File: src/rtl/lock_ctrl_pkg.sv
// Shared types and constants for the combination-lock controller and its top-level display decode.
package lock_ctrl_pkg;

    typedef enum logic [2:0] {
        StEntry   = 3'd0,
        StOpen    = 3'd1,
        StClosed  = 3'd2,
        StProg    = 3'd3,
        StLockout = 3'd4
    } lock_state_e;

    localparam logic [3:0] BcdMax = 4'd9;

    // Active-low 7-segment patterns, bit order {g,f,e,d,c,b,a}, for OPEN/CLOSED/Err/LOC text
    localparam logic [6:0] SegO     = 7'b1000000;
    localparam logic [6:0] SegP     = 7'b0001100;
    localparam logic [6:0] SegE     = 7'b0000110;
    localparam logic [6:0] SegN     = 7'b0101011;
    localparam logic [6:0] SegC     = 7'b1000110;
    localparam logic [6:0] SegL     = 7'b1000111;
    localparam logic [6:0] SegS     = 7'b0010010;
    localparam logic [6:0] SegD     = 7'b0100001;
    localparam logic [6:0] SegR     = 7'b0101111;
    localparam logic [6:0] SegBlank = 7'b1111111;

    function automatic logic bcd_valid(input logic [3:0] d);
        return d <= BcdMax;
    endfunction

endpackage

File: src/rtl/lock_ctrl_if.sv
// Digit/strobe inputs and Moore status outputs of the lock controller.
interface lock_ctrl_if #(
    parameter int unsigned TimerW = 4
);
    logic [3:0]        digit_in;
    logic              enter;
    logic              prog;
    logic              relock;
    logic [2:0]        state_o;
    logic [2:0]        digit_idx;
    logic [1:0]        fail_cnt;
    logic              unlocked;
    logic              locked_out;
    logic [TimerW-1:0] lock_timer;
    logic              bad_digit;

    modport master (
        output digit_in, enter, prog, relock,
        input  state_o, digit_idx, fail_cnt, unlocked, locked_out, lock_timer, bad_digit
    );

    modport slave (
        input  digit_in, enter, prog, relock,
        output state_o, digit_idx, fail_cnt, unlocked, locked_out, lock_timer, bad_digit
    );
endinterface

File: src/rtl/lock_timer.sv
// Loadable down-counter that saturates at zero; times the lockout period.
module lock_timer #(
    parameter int unsigned Width = 4
) (
    input  logic             clk_i,
    input  logic             reset_i,
    input  logic             load_i,
    input  logic [Width-1:0] load_val_i,
    input  logic             en_i,
    output logic [Width-1:0] count_o,
    output logic             zero_o
);

    logic [Width-1:0] count_q, count_d;

    always_comb begin
        count_d = count_q;
        if (load_i) begin
            count_d = load_val_i;
        end else if (en_i && (count_q != '0)) begin
            count_d = count_q - Width'(1);
        end
    end

    always_ff @(posedge clk_i) begin
        if (reset_i) begin
            count_q <= '0;
        end else begin
            count_q <= count_d;
        end
    end

    assign count_o = count_q;
    assign zero_o  = (count_q == '0);

endmodule

File: src/rtl/lock_ctrl.sv
// Combination-lock sequencer: digit entry, code reprogramming, failure counting and timed lockout.
module lock_ctrl
    import lock_ctrl_pkg::*;
#(
    parameter int unsigned            NDIGITS      = 6,
    parameter int unsigned            MAX_FAIL     = 3,
    parameter int unsigned            LOCKOUT_CYC  = 16,
    parameter logic [4*NDIGITS-1:0]   DEFAULT_CODE = 24'h693002
) (
    input logic        clk,
    input logic        reset,
    lock_ctrl_if.slave bus
);

    localparam int unsigned        CodeW     = 4 * NDIGITS;
    localparam int unsigned        TimerW    = (LOCKOUT_CYC > 1) ? $clog2(LOCKOUT_CYC) : 1;
    localparam logic [2:0]         LastIdx   = 3'(NDIGITS - 1);
    localparam logic [1:0]         MaxFail   = 2'(MAX_FAIL);
    localparam logic [TimerW-1:0]  TimerLoad = TimerW'(LOCKOUT_CYC - 1);
    localparam logic [CodeW-1:0]   NibMask   = CodeW'(4'hF);

    lock_state_e       state_q, state_d;
    logic [CodeW-1:0]  code_q, code_d;
    logic [CodeW-1:0]  shadow_q, shadow_d;
    logic [2:0]        idx_q, idx_d;
    logic              mism_q, mism_d;
    logic [1:0]        fail_q, fail_d;
    logic              bad_q, bad_d;

    logic              digit_ok, mism_all, last_digit;
    logic [4:0]        nib_sh;
    logic [CodeW-1:0]  code_sh, shadow_wr;
    logic [2:0]        fail_inc;
    logic              tmr_load, tmr_en, tmr_zero;
    logic [TimerW-1:0] tmr_cnt;

    // Digit 0 is the most significant nibble, so the shift counts from the top.
    assign nib_sh     = {LastIdx - idx_q, 2'b00};
    assign code_sh    = code_q >> nib_sh;
    assign digit_ok   = bcd_valid(bus.digit_in);
    assign mism_all   = mism_q | (code_sh[3:0] != bus.digit_in);
    assign last_digit = (idx_q == LastIdx);
    assign fail_inc   = {1'b0, fail_q} + 3'd1;
    assign shadow_wr  = (shadow_q & ~(NibMask << nib_sh)) | (CodeW'(bus.digit_in) << nib_sh);
    assign tmr_en     = (state_q == StLockout);

    lock_timer #(
        .Width(TimerW)
    ) u_lock_timer (
        .clk_i      (clk),
        .reset_i    (reset),
        .load_i     (tmr_load),
        .load_val_i (TimerLoad),
        .en_i       (tmr_en),
        .count_o    (tmr_cnt),
        .zero_o     (tmr_zero)
    );

    always_comb begin
        state_d  = state_q;
        code_d   = code_q;
        shadow_d = shadow_q;
        idx_d    = idx_q;
        mism_d   = mism_q;
        fail_d   = fail_q;
        bad_d    = 1'b0;
        tmr_load = 1'b0;

        unique case (state_q)
            StEntry: begin
                if (bus.relock) begin
                    idx_d  = '0;
                    mism_d = 1'b0;
                end else if (bus.enter) begin
                    if (!digit_ok) begin
                        bad_d = 1'b1;
                    end else if (last_digit) begin
                        idx_d  = '0;
                        mism_d = 1'b0;
                        if (!mism_all) begin
                            state_d = StOpen;
                            fail_d  = '0;
                        end else if (fail_inc < {1'b0, MaxFail}) begin
                            state_d = StClosed;
                            fail_d  = fail_inc[1:0];
                        end else begin
                            state_d  = StLockout;
                            fail_d   = MaxFail;
                            tmr_load = 1'b1;
                        end
                    end else begin
                        idx_d  = idx_q + 3'd1;
                        mism_d = mism_all;
                    end
                end
            end
            StOpen: begin
                if (bus.relock) begin
                    state_d = StEntry;
                    idx_d   = '0;
                end else if (bus.prog) begin
                    state_d = StProg;
                    idx_d   = '0;
                end
            end
            StClosed: begin
                if (bus.relock) begin
                    state_d = StEntry;
                    idx_d   = '0;
                end
            end
            StProg: begin
                if (bus.relock) begin
                    state_d = StEntry;
                    idx_d   = '0;
                end else if (bus.enter) begin
                    if (!digit_ok) begin
                        bad_d = 1'b1;
                    end else begin
                        shadow_d = shadow_wr;
                        if (last_digit) begin
                            code_d  = shadow_wr;
                            idx_d   = '0;
                            state_d = StOpen;
                        end else begin
                            idx_d = idx_q + 3'd1;
                        end
                    end
                end
            end
            StLockout: begin
                if (tmr_zero) begin
                    state_d = StEntry;
                    fail_d  = '0;
                end
            end
            default: begin
                state_d = StEntry;
                idx_d   = '0;
                mism_d  = 1'b0;
            end
        endcase
    end

    always_ff @(posedge clk) begin
        if (reset) begin
            state_q  <= StEntry;
            code_q   <= DEFAULT_CODE;
            shadow_q <= DEFAULT_CODE;
            idx_q    <= '0;
            mism_q   <= 1'b0;
            fail_q   <= '0;
            bad_q    <= 1'b0;
        end else begin
            state_q  <= state_d;
            code_q   <= code_d;
            shadow_q <= shadow_d;
            idx_q    <= idx_d;
            mism_q   <= mism_d;
            fail_q   <= fail_d;
            bad_q    <= bad_d;
        end
    end

    assign bus.state_o    = state_q;
    assign bus.digit_idx  = idx_q;
    assign bus.fail_cnt   = fail_q;
    assign bus.unlocked   = (state_q == StOpen) || (state_q == StProg);
    assign bus.locked_out = (state_q == StLockout);
    assign bus.lock_timer = tmr_cnt;
    assign bus.bad_digit  = bad_q;

endmodule

File: src/flat_wrapper.sv
// flat-port wrapper written by rule: the top's interface ports become plain ports
module lock_ctrl_flat import lock_ctrl_pkg::*;
#(
    parameter int unsigned            NDIGITS      = 6,
    parameter int unsigned            MAX_FAIL     = 3,
    parameter int unsigned            LOCKOUT_CYC  = 16,
    parameter logic [4*NDIGITS-1:0]   DEFAULT_CODE = 24'h693002
)
  (clk, reset, bus_digit_in, bus_enter, bus_prog, bus_relock, bus_state_o, bus_digit_idx, bus_fail_cnt, bus_unlocked, bus_locked_out, bus_lock_timer, bus_bad_digit);
  lock_ctrl_if #(.TimerW(4)) bus_i ();
  input logic clk;
  input logic reset;
  input wire logic [$bits(bus_i.digit_in)-1:0] bus_digit_in;
  input wire logic [$bits(bus_i.enter)-1:0] bus_enter;
  input wire logic [$bits(bus_i.prog)-1:0] bus_prog;
  input wire logic [$bits(bus_i.relock)-1:0] bus_relock;
  output wire logic [$bits(bus_i.state_o)-1:0] bus_state_o;
  output wire logic [$bits(bus_i.digit_idx)-1:0] bus_digit_idx;
  output wire logic [$bits(bus_i.fail_cnt)-1:0] bus_fail_cnt;
  output wire logic [$bits(bus_i.unlocked)-1:0] bus_unlocked;
  output wire logic [$bits(bus_i.locked_out)-1:0] bus_locked_out;
  output wire logic [$bits(bus_i.lock_timer)-1:0] bus_lock_timer;
  output wire logic [$bits(bus_i.bad_digit)-1:0] bus_bad_digit;
  assign bus_i.digit_in = bus_digit_in;
  assign bus_i.enter = bus_enter;
  assign bus_i.prog = bus_prog;
  assign bus_i.relock = bus_relock;
  assign bus_state_o = bus_i.state_o;
  assign bus_digit_idx = bus_i.digit_idx;
  assign bus_fail_cnt = bus_i.fail_cnt;
  assign bus_unlocked = bus_i.unlocked;
  assign bus_locked_out = bus_i.locked_out;
  assign bus_lock_timer = bus_i.lock_timer;
  assign bus_bad_digit = bus_i.bad_digit;
  lock_ctrl #(.NDIGITS(NDIGITS), .MAX_FAIL(MAX_FAIL), .LOCKOUT_CYC(LOCKOUT_CYC), .DEFAULT_CODE(DEFAULT_CODE)) u_core (.clk(clk), .reset(reset), .bus(bus_i));
endmodule
File: config.mk
export PLATFORM = sky130hd
export DESIGN_NAME = lock_ctrl_flat
export DESIGN_NICKNAME = d
export VERILOG_FILES = /design/src/rtl/lock_ctrl_pkg.sv /design/src/rtl/lock_ctrl_if.sv /design/src/rtl/lock_timer.sv /design/src/rtl/lock_ctrl.sv /design/src/flat_wrapper.sv
export SDC_FILE = /design/constraint.sdc
export NUM_CORES = 1
export LEC_CHECK = 0
export ABC_AREA = 0
export CAP_MARGIN = 20
export CORE_UTILIZATION = 58
export CTS_CLUSTER_SIZE = 16
export DETAILED_ROUTE_END_ITERATION = 6
export PLACE_DENSITY = 0.79
export SLEW_MARGIN = 10
export SYNTH_ARGS = -nofsm -noshare
export SYNTH_HDL_FRONTEND = slang
export SYNTH_SLANG_ARGS = --single-unit
export TNS_END_PERCENT = 1
File: constraint.sdc
create_clock -name clk -period 2.7 [get_ports clk]
set_clock_uncertainty 0.1 [all_clocks]
set_input_delay 0.81 -clock clk [delete_from_list [all_inputs] [get_ports clk]]
set_output_delay 0.81 -clock clk [all_outputs]
set_load 0.03 [all_outputs]
==> Yosys cells after proc, flatten, opt, wreduce, memory -nomap -nowiden <==
Index checks and enable logic that the tools add are counted.
Widths: inputs -> output; s select.
{ "op_classes": {"addsub": 4, "order_cmp": 2, "n_eq_ne": 20, "shifts": 3, "mux": 45, "bitwise_logic": 9, "n_reduce_logical": 16} }
{ "op_table": {"columns": ["op", "n"], "rows": [
  ["$mux 3", 20],
  ["$and 24x24->24", 1],
  ["$not 24->24", 1],
  ["$or 24x24->24", 1],
  ["$shl 4x5->24", 1],
  ["$shl 4x5->24 const A", 1],
  ["$shr 24x5->4", 1],
  ["$pmux 3 s5", 1],
  ["$mux 2", 7],
  ["$mux 1", 12],
  ["$pmux 3 s4", 1],
  ["$reduce_and 10->1", 1],
  ["$reduce_and 5->1", 2],
  ["$ne 3x2->1 const B", 3],
  ["$ne 3x3->1 const B", 3],
  ["$mux 4", 2],
  ["$reduce_or 4->1", 2],
  ["$eq 3x2->1 const B", 2],
  ["$eq 3x3->1 const B", 2],
  ["$ne 2x1->1 const B", 3],
  ["$ne 2x2->1 const B", 3],
  ["$ne 3x1->1 const B", 2],
  ["$reduce_and 6->1", 1],
  ["$not 1->1", 5],
  ["20 further kinds", 21]
]} }
{ "totals": {"ff_bits": 62, "in_bits": 9, "out_inout_bits": 15, "word_cells": 107} }

==> Longest topological paths before layout <==
Gate-level depths: netlist (run 1).
{ "logic_depth": {"depth_word": 11, "ltp_mapped": 10, "ltp_nobuf": 8} }

==> By module <==
Synthesis (run 1) repeated with hierarchy kept, for this count alone.
{ "unflattened": {"cells_unflattened": 355, "hier_area_um2": 3109.2} }
{ "by_module_without_submodules": {"columns": ["module", "instances", "cells_each", "area_each_um2", "seq_area_each_um2"], "rows": [
  ["lock_ctrl", 1, 326, 2846.5, 1161.1],
  ["lock_timer", 1, 29, 262.8, 80.1]
]} }

==> Worst setup path before layout (run 1) <==
No wires, ideal clock.
{ "synth_timing": {"path_kind": "flip-flop to flip-flop", "startpoint": "register u_core.idx_q[1], in the netlist u_core.bus.digit_idx[1]", "endpoint": "register u_core.u_lock_timer.count_q[0], in the netlist u_core.u_lock_timer.count_o[0]", "setup_ns": 0.134, "t_arrival_ns": 2.400, "slack_ns": 0.067, "stages_incl_launch_ff": 10, "period_less_slack_ns": 2.633, "path_cell_list": "dfxtp_1 -> buf_6 -> inv_1 -> ha_1 -> clkbuf_1 -> nor3_1 -> o21a_1 -> o221ai_4 -> nor3_4 -> o22ai_1"} }
{ "synth_between": {"elab_chain_cells": 11, "word_cells_on_any_way": 13, "classes_between": "add/sub: 1; eq/ne: 2; shift: 1; mux: 7; bitwise: 1; reduce/logical: 1"} }
{ "synth_lines": {"columns": ["item", "line", "text"], "rows": [
  ["from (decl)", "lock_ctrl.sv:25", "logic [2:0] idx_q, idx_d;"],
  ["from (signal assigned)", "lock_ctrl.sv:158", "idx_q <= idx_d;"],
  ["$sub 3x3->3", "lock_ctrl.sv:38", "assign nib_sh = {LastIdx - idx_q, 2'b00};"],
  ["$shr 24x5->4", "lock_ctrl.sv:39", "assign code_sh = code_q >> nib_sh;"],
  ["$ne 4x4->1", "lock_ctrl.sv:41", "assign mism_all = mism_q | (code_sh[3:0] != bus.digit_in);"],
  ["$or 1x1->1", "lock_ctrl.sv:41", null],
  ["$mux 1", "lock_ctrl.sv:80", "if (!mism_all) begin"],
  ["$mux 1 (*)", "lock_ctrl.sv:77", "end else if (last_digit) begin"],
  ["$mux 1 (*)", "lock_ctrl.sv:75", "if (!digit_ok) begin"],
  ["$mux 1 (*)", "lock_ctrl.sv:74", "end else if (bus.enter) begin"],
  ["$mux 1 (*)", "lock_ctrl.sv:71", "if (bus.relock) begin"],
  ["$mux 1 (*)", "lock_ctrl.sv:69", "unique case (state_q)"],
  ["$mux 4 or $reduce_bool 2->1 (tied branches)", null, null],
  ["to (signal assigned)", "lock_timer.sv:29", "count_q <= count_d;"],
  ["to (decl)", "lock_timer.sv:14", "logic [Width-1:0] count_q, count_d;"]
]} }
Mark *: on every way between the ends. The rest lies on a longest branch, timed or not.
A chain may end at the register's enable or synchronous reset.

==> Worst setup path after layout (run 1) <==
{ "layout_timing": {"startpoint": "register u_core.idx_q[1], in the netlist u_core.bus.digit_idx[1]", "endpoint": "output bus_digit_idx[1]"} }
{ "layout_lines": {"columns": ["item", "line", "text"], "rows": [
  ["to (decl)", "flat_wrapper.sv:18", "output wire logic [$bits(bus_i.digit_idx)-1:0] bus_digit_idx;"]
]} }
No word-level cell between the ends.

==> impl_metrics.ini, run 1 <==
[finish]
area_growth_pct = 17.9
drive_above_1_share_pct = 14.0
antenna_cells = 0
nNetsFinal = 418
final_core_util_pct = 72.2

[routing]
vias = 2925
vias_per_cell = 6.12
ant_nets = 0
drc = 0
first_pass_iters = 5
drt_iter0_markers = 203
drt-total-wl_um = 7720
drt-wirelength-per-cell_um = 16.2

[timing]
slew_viol_final = 0
rsz0062_at_grt = no
post-route-period-util_pct = 94.9
setup_viol = 0
worst_pin_slew_ns = 0.776
hold_viol_final = 0
relSlewSlack_pct = 47.8
setup_ws_ns = 0.136
max_freq_mhz = 390
period_needed_ns = 2.56
setup_tns_ns = 0

[place]
place.gp.congestion = 0.869
dp_slack_ns = 0.0137
port_buffers = 23
dp_hpwl_um = 5280

[yosys]
synth_flop_cell = dfxtp_1
yosys.area.top_type_share_pct = 38.9
synth_cell_types = 58
syn_nets = 389
synth_area_um2 = 3190
synthCells = 374
ys_ff_latch = 62
synth.area.top_cells = dfxtp_1 (39%), nor2_1 (7.4%), a211oi_1 (5.4%), a211o_1 (3.8%), a22oi_1 (3.8%)
synth_edf_count = 0
synth_seq_area_share_pct = 38.9
async_flop_share_pct = 0
synth.largest_area_cell = dfxtp_1
yosysWarnings = 0
synth_top_cells_by_count = nor2_1 (63), dfxtp_1 (62), a211oi_1 (23), nand2_1 (23), a22oi_1 (16)
avgSynthCellArea_um2 = 8.52
synthMostInstantiatedCell = nor2_1

[power_and_ir_drop]
ir_worst_vdd_mv = 0.365
internal_power_uw = 1340
p_sw_uw = 464
p_sw_share_pct = 25.7
cellPowerDensity_nw_per_um2 = 481
p_leak_uw = 0.00133
pwr-share-clk_pct = 38.8
pwr-share-comb_pct = 10.3
power_uw = 1810
p_seq_share_pct = 50.9

[grt]
overflow = 0
grt_antenna_before_repair = 0
grt_use_total_pct = 28.6
grt_pass1_wl_um = 13100
grt_pass1_vias = 2750
grt_start_max_net_pins = 35

[critical_path]
r2r_cells = 9
path_max_fanout = 20
cp-end-kind = primary output
crit_type = reg -> out
cp.required_ns = 1.79
start_kind = register
cp.arrival_ns = 1.65

[cts]
clock_path_buffers = 2
clk_root_buffer_cell = clkbuf_8
cts_buffers = 9
insertion_delay_ns = 0.35
htreeDepth = 3
cts.sinks = 62
hold_buffers = 0
cts_tree = built
path_clk_slew_ns = 0.06

[die]
dieArea_um2 = 5800
die_y_um = 76.1
ios = 24
die_w_um = 76.1
rows = 26
initial_core_util_pct = 61.3
core_um2 = 5200

[flow_run]
maxCapViolations = 0

[hold_path]
hold_path.class = reg -> reg
whs_path_depth = 1

[run_status]
status = complete, no violations
-- final cells by class --
cell class,count,area [um2]
fill,420,1450
clock inverter,4,22.5
sequential,62,1240
timing repair buffer,44,447
clock buffer,12,145
inverter,11,41.3
tap,70,87.6
multi-input combinational,275,1770
-- worst paths after layout --
kind	start	endpoint	slack [ns]
max	u_core.bus.digit_idx[1]$_SDFFE_PP0P_	bus_digit_idx[1]	0.14
min	u_core.code_q[13]$_SDFFE_PP1P_	u_core.code_q[13]$_SDFFE_PP1P_	0.36
max reg2reg	u_core.bus.digit_idx[1]$_SDFFE_PP0P_	u_core.u_lock_timer.count_o[0]$_SDFFE_PP0P_	0.34
min reg2reg	u_core.code_q[13]$_SDFFE_PP1P_	u_core.code_q[13]$_SDFFE_PP1P_	0.36
-- placed cells by master (no fill, tap or decap), types with 6 or more instances in the layout --
master	synthesis	routed
buf_4	1	16
nand3_1	8	8
nand2_1	23	23
o21ai_1	11	11
a22oi_1	16	16
nor3_1	15	15
clkdlybuf4s50_1	0	20
nor2_1	63	63
a211oi_1	23	23
nor2b_1	6	6
clkbuf_8	0	10
a21oi_1	14	14
a211o_1	14	14
inv_1	7	7
a221oi_1	6	6
dfxtp_1	62	62
-- kinds of logic after synthesis --
kind of cell / count (synthesis) / share of synthesized area (%)
buffers and inverters: 37 / 5.53
DFF: 62 / 38.9
AOI/OAI and AO/OA: 114 / 26.4
xor gates and xnor gates: 2 / 0.550
adders and majority gates: 6 / 2.35
muxes: 11 / 4.55
and+or+nand+nor: 142 / 21.7
-- sequential cells by signal, summed over array words and instances (netlist names) --
name,cells
u_core.bus.bad_digit,1
u_core.bus.digit_idx,3
u_core.bus.fail_cnt,2
u_core.bus.state_o,3
u_core.code_q,24
u_core.mism_q,1
u_core.shadow_q,24
u_core.u_lock_timer.count_o,4
-- power by group through the flow --
stage | Sequential, uW | Combinational (uW) | Clock, uW
final | 919 | 186 | 701
after floorplan | 944 | 120 | 0
after global routing | 918 | 202 | 751
after CTS | 919 | 184 | 709
after global placement | 939 | 183 | 0
after detailed placement | 939 | 183 | 0
-- layer usage --
layer	vias up	GRT usage, %	routed length, um
met5	-	0	0
met4	0	15.0	207
met3	16	4.43	469
met2	109	44.5	3510
met1	1362	38.4	3540
li1	1438	-	-
-- per-stage QoR --
step / std cells / hold slack (ns) / instance area [um2]
global route: 478 / 0.376 / 3760
global placement: 462 / 0.342 / 3590
CTS: 478 / 0.358 / 3750
detailed placement: 462 / 0.344 / 3590
finish: 478 / 0.361 / 3760
floorplan: 374 / 0.330 / 3190
-- worst max-delay path: stages (launching register included) --
cell	delay, ns
dfxtp_1	0.33
buf_4	0.27
clkdlybuf4s50_1	0.72
-- what timing repair did --
item,4_1_cts,5_1_grt
endpoints found under the setup margin,1,2
pin swaps,0,0
gates resized for setup,1,2
buffers inserted,0,0
hold endpoints to repair,0,0
Power figures use the tool's default switching activity.
==> run 2, diff against run 1 <==
Settings changed: SETUP_SLACK_MARGIN from default to 0.5.
==> run 2 against run 1 <==
  * Worst hold slack gained 0.0062 ns
  * Critical path depth up 4
  * Via count up 2.0%
  * Final area is 0.90% higher
  * Register-to-register slack better by 0.09 ns
  * Non-clock buffer count grew 2
  * Setup slack gained 0.17 ns
  * Clock power down 3.6%
  * Global-route usage rose by 0.62 points
  * Die area stayed put
  * Critical endpoint is now u_core.u_lock_timer.count_o[3]$_SDFFE_PP0P_
==> impl_metrics.ini, run 2 (synthesis results as in run 1) <==
[grt]
grt_start_max_net_pins = 34
overflow = 0
grt_antenna_before_repair = 0
grt_pass1_wl_um = 13500
grt_pass1_vias = 2786
grt_use_total_pct = 29.2

[timing]
slew_viol_final = 0
worst_pin_slew_ns = 0.601
period_needed_ns = 2.39
rsz0062_at_grt = yes
max_freq_mhz = 418
setup_viol = 0
post-route-period-util_pct = 88.6
hold_ws_ns = 0.367
relSlewSlack_pct = 59.9
hold_viol_final = 0

[die]
die_y_um = 76.1
die_w_um = 76.1
initial_core_util_pct = 61.3
rows = 26
core_um2 = 5200
ios = 24
dieArea_um2 = 5800

[finish]
area_growth_pct = 18.9
final_common_cell = nor2_1
layout_common_cells = nor2_1 (63), dfxtp_1 (60), nand2_1 (23), a211oi_1 (23), buf_4 (19)
fin_cells = 480
drive_above_1_share_pct = 16.6
antenna_cells = 0
nNetsFinal = 420
nFillCells = 404

[place]
placed_cells = 461
dp_hpwl_um = 5600
place.gp.congestion = 0.864
port_buffers = 23

[cts]
clock_path_buffers = 2
path_clk_slew_ns = 0.07
cts_tree = built
htreeDepth = 3
clk_root_buffer_cell = clkbuf_8
insertion_delay_ns = 0.34
cts_buffers = 9
cts.sinks = 62

[routing]
drt-wirelength-per-cell_um = 16.7
drc = 0
drt_iter0_markers = 214
vias_per_cell = 6.22
drt-total-wl_um = 8030
vias = 2984
ant_nets = 0
first_pass_iters = 5

[power_and_ir_drop]
p_leak_uw = 0.00135
cellPowerDensity_nw_per_um2 = 472
ir_worst_vdd_mv = 0.457

[flow_run]
maxCapViolations = 0

[run_status]
status = complete, no violations

[critical_path]
cp.required_ns = 2.86
cp.arrival_ns = 2.55
crit_type = in -> reg
path_max_fanout = 4
start_kind = input port
cp-end-kind = register

[hold_path]
hold_path.class = reg -> reg
[run 2: cell types whose count changed in the layout (fill, tap and decap cells not counted), moves of 2 or more]
cell             delta
dfxtp_1             -2
buf_4               +3
dlygate4sd2_1       +2
clkdlybuf4s50_1     -3
[run 2: per-stage QoR]
stage          instance area (um2)  TNS, ns  setup slack (ns)  utilization, %  power [uW]
2_1_floorplan                 3260        0             0.479               -        1070
3_3_place_gp                  3590  -0.0812           -0.0400            69.0        1120
4_1_cts                       3750        0             0.233            72.0        1790
6_report                      3790        0             0.309            72.8        1790
3_5_place_dp                  3590   -0.303           -0.0837            69.0        1120
5_1_grt                       3790        0             0.231            72.8        1850
[run 2: path summary, 6_finish.rpt]
path | from | end | depth (start not counted) | slack (ns)
setup / recovery | bus_digit_in[2] | u_core.u_lock_timer.count_o[3]$_SDFFE_PP0P_ | 6 | 0.31
hold / removal | u_core.code_q[19]$_SDFFE_PP1P_ | u_core.code_q[19]$_SDFFE_PP1P_ | 1 | 0.37
setup reg to reg | u_core.bus.digit_idx[1]$_SDFFE_PP0P_ | u_core.u_lock_timer.count_o[3]$_SDFFE_PP0P_ | 9 | 0.43
hold reg to reg | u_core.code_q[19]$_SDFFE_PP1P_ | u_core.code_q[19]$_SDFFE_PP1P_ | 1 | 0.37
[run 2: where the power goes]
| group | internal [uW] | switching, uW | total, uW | leakage (uW) |
|---|---|---|---|---|
| clock network | 330 | 346 | 676 | 0.0000841 |
| registers | 917 | 7.36 | 924 | 0.000501 |
| logic | 75.2 | 113 | 188 | 0.000766 |
[run 2: cell type report]
type	instances	area (um2)	area share [%]
Inverter	11	41.3	1.09
Clock buffer	12	135	3.56
Sequential cell	62	1250	32.9
Timing Repair Buffer	46	442	11.7
Multi-Input combinational cell	275	1820	47.9
Tap cell	70	87.6	2.31
Clock inverter	4	23.8	0.627
[run 2: repair_timing]
item | 4_1_cts | 5_1_grt
pin swaps | 0 | 3
setup endpoints to repair | 63 | 72
resized for setup | 5 | 5
setup buffers | 0 | 3
hold buffers | 0 | 0
[run 2: worst max-delay path: stages]
cell,delay (ns)
clkdlybuf4s50_1,0.49
o21a_4,0.26
or3_1,0.40
nor3_1,0.24
nand2_1,0.16
o22ai_1,0.18
[run 2: layer usage]
metal	track usage, %	wire length, um	vias to the layer above
met5	0	0	-
met4	9.62	155	0
met3	6.11	539	24
met2	46.9	3740	125
met1	39.3	3600	1396
li1	-	-	1439
==> run 3, diff against run 2 <==
Settings changed: CAP_MARGIN 20 to default.
==> results of run 3 <==
Final layout, timing and power as in run 2 (identical DEF).
